<file path="src/rtl/bram_client_port.sv">
// Requester-side adapter for one port of a write-first block RAM.
// Issues read/write requests straight onto the RAM port, follows the fixed
// read latency with a valid shift register, and queues read data in a
// credit-protected response FIFO so that RAM output is never lost.
module bram_client_port #(
  parameter int PIPELINED  = 0,
  parameter int ADDR_WIDTH = 1,
  parameter int DATA_WIDTH = 1,
  parameter int RESP_DEPTH = 4
) (
  input  logic                  CLK,
  input  logic                  RST,
  input  logic                  req_valid,
  output logic                  req_ready,
  input  logic                  req_write,
  input  logic [ADDR_WIDTH-1:0] req_addr,
  input  logic [DATA_WIDTH-1:0] req_data,
  output logic                  resp_valid,
  input  logic                  resp_ready,
  output logic [DATA_WIDTH-1:0] resp_data,
  output logic                  bram_en,
  output logic                  bram_we,
  output logic [ADDR_WIDTH-1:0] bram_addr,
  output logic [DATA_WIDTH-1:0] bram_di,
  input  logic [DATA_WIDTH-1:0] bram_do
);

  localparam int LAT = (PIPELINED != 0) ? 2 : 1;
  localparam int CW  = $clog2(RESP_DEPTH + 1);
  localparam int PW  = (RESP_DEPTH > 1) ? $clog2(RESP_DEPTH) : 1;
  localparam logic [CW-1:0] DEPTH_C  = CW'(RESP_DEPTH);
  localparam logic [PW-1:0] LAST_PTR = PW'(RESP_DEPTH - 1);

  // The buffer must absorb every read already launched into the RAM pipe.
  generate
    if (RESP_DEPTH < LAT + 1) begin : g_depth_check
      $error("bram_client_port: RESP_DEPTH must be at least read latency + 1");
    end
  endgenerate

  logic [CW-1:0]         credit_reg, credit_next;
  logic [CW-1:0]         occ_reg, occ_next;
  logic [PW-1:0]         wr_ptr_reg, wr_ptr_next;
  logic [PW-1:0]         rd_ptr_reg, rd_ptr_next;
  logic [LAT-1:0]        inflight_reg, inflight_next;
  logic [DATA_WIDTH-1:0] fifo_mem [RESP_DEPTH];
  logic [DATA_WIDTH-1:0] resp_data_reg;
  logic                  accept, rd_accept, push, pop, head_from_push;

  function automatic logic [PW-1:0] ptr_inc(input logic [PW-1:0] p);
    return (p == LAST_PTR) ? '0 : p + PW'(1);
  endfunction

  // Ready comes only from the registered credit count, never from resp_ready.
  assign req_ready  = (credit_reg != '0) & ~RST;
  assign accept     = req_valid & req_ready;
  assign rd_accept  = accept & ~req_write;

  assign bram_en    = accept;
  assign bram_we    = accept & req_write;
  assign bram_addr  = req_addr;
  assign bram_di    = req_data;

  assign resp_valid = (occ_reg != '0) & ~RST;
  assign resp_data  = resp_data_reg;
  assign pop        = resp_valid & resp_ready;
  assign push       = inflight_reg[LAT-1];

  // Latency tracker: stage 0 takes the new read, later stages shift along.
  assign inflight_next[0] = rd_accept;
  generate
    for (genvar gi = 1; gi < LAT; gi++) begin : g_stage
      assign inflight_next[gi] = inflight_reg[gi-1];
    end
  endgenerate

  // Next-state for credits, occupancy and pointers.
  always_comb begin
    credit_next = credit_reg;
    occ_next    = occ_reg;
    if (rd_accept && !pop) credit_next = credit_reg - CW'(1);
    else if (pop && !rd_accept) credit_next = credit_reg + CW'(1);
    if (push && !pop) occ_next = occ_reg + CW'(1);
    else if (pop && !push) occ_next = occ_reg - CW'(1);
    wr_ptr_next    = push ? ptr_inc(wr_ptr_reg) : wr_ptr_reg;
    rd_ptr_next    = pop ? ptr_inc(rd_ptr_reg) : rd_ptr_reg;
    // Pushed word becomes the head when the FIFO is (or is about to be) empty.
    head_from_push = push && ((occ_reg == '0) || ((occ_reg == CW'(1)) && pop));
  end

  // Control state; reset discards in-flight reads and buffered responses.
  always_ff @(posedge CLK) begin
    if (RST) begin
      credit_reg   <= DEPTH_C;
      occ_reg      <= '0;
      wr_ptr_reg   <= '0;
      rd_ptr_reg   <= '0;
      inflight_reg <= '0;
    end else begin
      credit_reg   <= credit_next;
      occ_reg      <= occ_next;
      wr_ptr_reg   <= wr_ptr_next;
      rd_ptr_reg   <= rd_ptr_next;
      inflight_reg <= inflight_next;
    end
  end

  // Buffer storage with registered head read, forwarding a push into an empty head.
  always_ff @(posedge CLK) begin
    if (push) fifo_mem[wr_ptr_reg] <= bram_do;
    resp_data_reg <= head_from_push ? bram_do : fifo_mem[rd_ptr_next];
  end

endmodule

</file>
<file path="config.mk">
export PLATFORM = sky130hd
export DESIGN_NAME = bram_client_port
export DESIGN_NICKNAME = d
export VERILOG_FILES = /design/src/rtl/bram_client_port.sv
export SDC_FILE = /design/constraint.sdc
export NUM_CORES = 1
export LEC_CHECK = 0
export CORE_UTILIZATION = 42
export DETAILED_ROUTE_END_ITERATION = 10
export GPL_TIMING_DRIVEN = 0
export PLACE_DENSITY = 0.68
export SYNTH_ARGS = -nofsm -noshare
export SYNTH_HDL_FRONTEND = slang
export SYNTH_SLANG_ARGS = --single-unit
</file>
<file path="constraint.sdc">
create_clock -name CLK -period 2.3 [get_ports CLK]
set_input_delay 0.46 -clock CLK [delete_from_list [all_inputs] [get_ports CLK]]
set_output_delay 0.46 -clock CLK [all_outputs]
set_load 0.05 [all_outputs]
</file>
==> flow_summary.yaml <==
worst_setup_path:
  crit_type: "in -> reg"
  crit_path_top_delay_cell: "clkdlybuf4s50_1"
  worstSetupStartpointType: "primary input"
  cp_num_buf_inv: 2
  cp_top_family: "simple AND/OR/NAND/NOR gates"
  cp.required_ns: 2.48
  cp_cell_sequence: "clkdlybuf4s50_1, and2_4, nor2b_4, ha_4, inv_2, fa_2, xor2_2, o21ai_1, or3b_4"
  worst_setup_path_end_kind: "flop"
  cp.arrival_ns: 2.40
  path_max_fanout: 3
  cp_slowest_stage_delay_ns: 0.47
detailed_routing:
  drt-total-wl_mm: 1.502
  wl_per_cell_um: 10.65
  drc: 0
  vias_per_cell: 4.681
  drtIter0Drc: 4
  vias: 660
  antenna_left: 0
  firstDrtPassIters: 3
die:
  dieArea_um2: 2396
  io_pins: 15
  die_x_um: 48.95
  start_util_pct: 45.79
  coreArea_um2: 2022
  die_y_um: 48.95
  rows: 16
cells_and_area:
  final_core_util_pct: 58.85
  area_delta_synth_final_pct: 28.51
  diodes: 0
  layout.cells.non_filler: 141
  mostFrequentLayoutCells: "nor2_1, dfxtp_1, inv_1, ha_1, clkdlybuf4s50_1"
  nFillCells: 179
  largest_register_ffs: 4
  layout_commonest_cell: "nor2_1"
  nets: 135
  drive_gt1_share_pct: 24.56
timing:
  hold_viol: 0
  final-max-slew-violation-count: 0
  tightest_slew_ns: 0.5045
  min_period_over_period_pct: 96.82
  max_freq_mhz: 449.0
  relSlewSlack_pct: 66.50
  setup_viol: 0
  setup-tns-final_ns: 0
  final.setup_skew_ns: 0.003482
  fin_crit_ns: 2.227
  fin_ws_ns: 0.07304
synthesis:
  synth_top_area_share_pct: 25.95
  yosys-top-cells-area: "dfxtp_1, ha_1, edfxtp_1"
  syn-cell-area_um2: 925.9
  syn_inst: 95
  yosys_warnings: 0
  synth.distinct_cells: 26
  synth_top_cell_by_area: "dfxtp_1"
  ys_seq_area_share_pct: 38.92
  synth-seq-cells: 16
  syn_nets: 115
  syn_avg_cell_area_um2: 9.746
power:
  ir_drop_uv: 360.9
  p_leak_nw: 0.4889
  power_per_cell_area_nw_per_um2: 625.3
min_path:
  hold_class: "reg -> reg"
grt:
  grt_max_degree: 11
  grt_pass1_wl_mm: 2.711
  grt_usage_pct: 15.02
  first_global_vias: 702
  grt_remaining_overflow: 0
  antenna_found_initial: 0
clocking:
  cts_tree: "yes"
  clock-sinks: 16
  cts_buffer_depth: 2
  cts-buffers-inserted: 3
  cts-root-buf: "clkbuf_4"
  htreeDepth: 1
  holdBufCountCts: 0
  clk_pin_slew_ns: 0.10
  clock_latency_ns: 0.29
place:
  port_buffers: 12
  place_inst: 134
  place_hpwl_mm: 1.162
  pre_cts_slack_ns: -0.6048
  gp_congestion: 0.7254
status:
  status: "finished clean"
flow_run:
  maxCapViolations: 0
## cells in the mapped netlist
cell,n
inv_1,11
ha_1,11
nor4bb_1,1
dfxtp_1,12
a21oi_1,4
edfxtp_1,4
buf_4,2
clkbuf_1,1
nor2b_1,3
o22ai_1,1
mux2_2,1
and2_1,5
and3_1,1
nor3b_4,1
a2111oi_2,1
mux2i_1,5
nor3_1,3
a221oi_1,1
o21ai_0,2
nand2b_1,1
o21a_1,1
fa_1,1
xor2_1,4
nor2_1,14
nand2_1,2
or3b_2,2
## final cells by class
class	instances	area (um2)	area share (%)
inverter	11	41.29	3.470
multi-input combinational	65	563.0	47.32
timing repair buffer	15	140.1	11.78
clock buffer	3	22.52	1.893
tap	27	33.78	2.839
buffer	3	20.02	1.682
clock inverter	1	3.754	0.3155
sequential	16	365.4	30.70
## through the flow
step / hold slack [ns] / area (um2) / power (W)
after floorplan: 0.4799 / 943.4 / 0.0005074
after global placement: 0.4970 / 1097 / 0.0005609
after detailed placement: 0.5022 / 1097 / 0.0005686
after CTS: 0.5153 / 1145 / 0.0007370
after global routing: 0.5574 / 1190 / 0.0008002
final: 0.5187 / 1190 / 0.0007441
## power by group
group	switching, W	internal (W)
combinational	0.000139	0.000121
sequential	0.0000186	0.000313
clock	0.0000901	0.0000631
## layer usage
metal / part of all wire (%) / vias to the layer above / track usage, %
li1: - / 351 / -
met1: 42 / 294 / 14.26
met2: 53 / 10 / 29.40
met3: 3.8 / 5 / 5.607
met4: 1.6 / 0 / 4.412
met5: 0 / - / 0
## cell families after synthesis
| logic type | count (synthesis) | synth area share, % |
|---|---|---|
| simple gates | 33 | 19.87 |
| flops | 16 | 38.92 |
| buf+inv | 14 | 6.486 |
| fa+ha+maj | 12 | 17.03 |
| compound gates | 10 | 7.298 |
| mux | 6 | 6.622 |
| xor+xnor | 4 | 3.783 |
## final timing paths
path / slack [ns] / cells after the start / to / startpoint
max: 0.07 / 9 / credit_reg[2]$_SDFFE_PP1P_ / req_valid
min reg2reg: 0.52 / 2 / occ_reg[2]$_SDFFE_PP0P_ / occ_reg[2]$_SDFFE_PP0P_
max reg2reg: 0.13 / 10 / credit_reg[2]$_SDFFE_PP1P_ / credit_reg[0]$_SDFFE_PP0P_
min: 0.52 / 2 / occ_reg[2]$_SDFFE_PP0P_ / occ_reg[2]$_SDFFE_PP0P_
## worst min-delay path, stage by stage (launching register included)
cell	delay [ns]
dfxtp_1	0.34
o21ai_0	0.08
a21oi_1	0.06
## timing repair
item	4_1_cts	5_1_grt
setup endpoints to repair	6	1
pin swaps	1	5
resized for setup	11	8
hold endpoints to repair	0	0
buffers inserted	1	2
(Power assumes the default switching activity.)
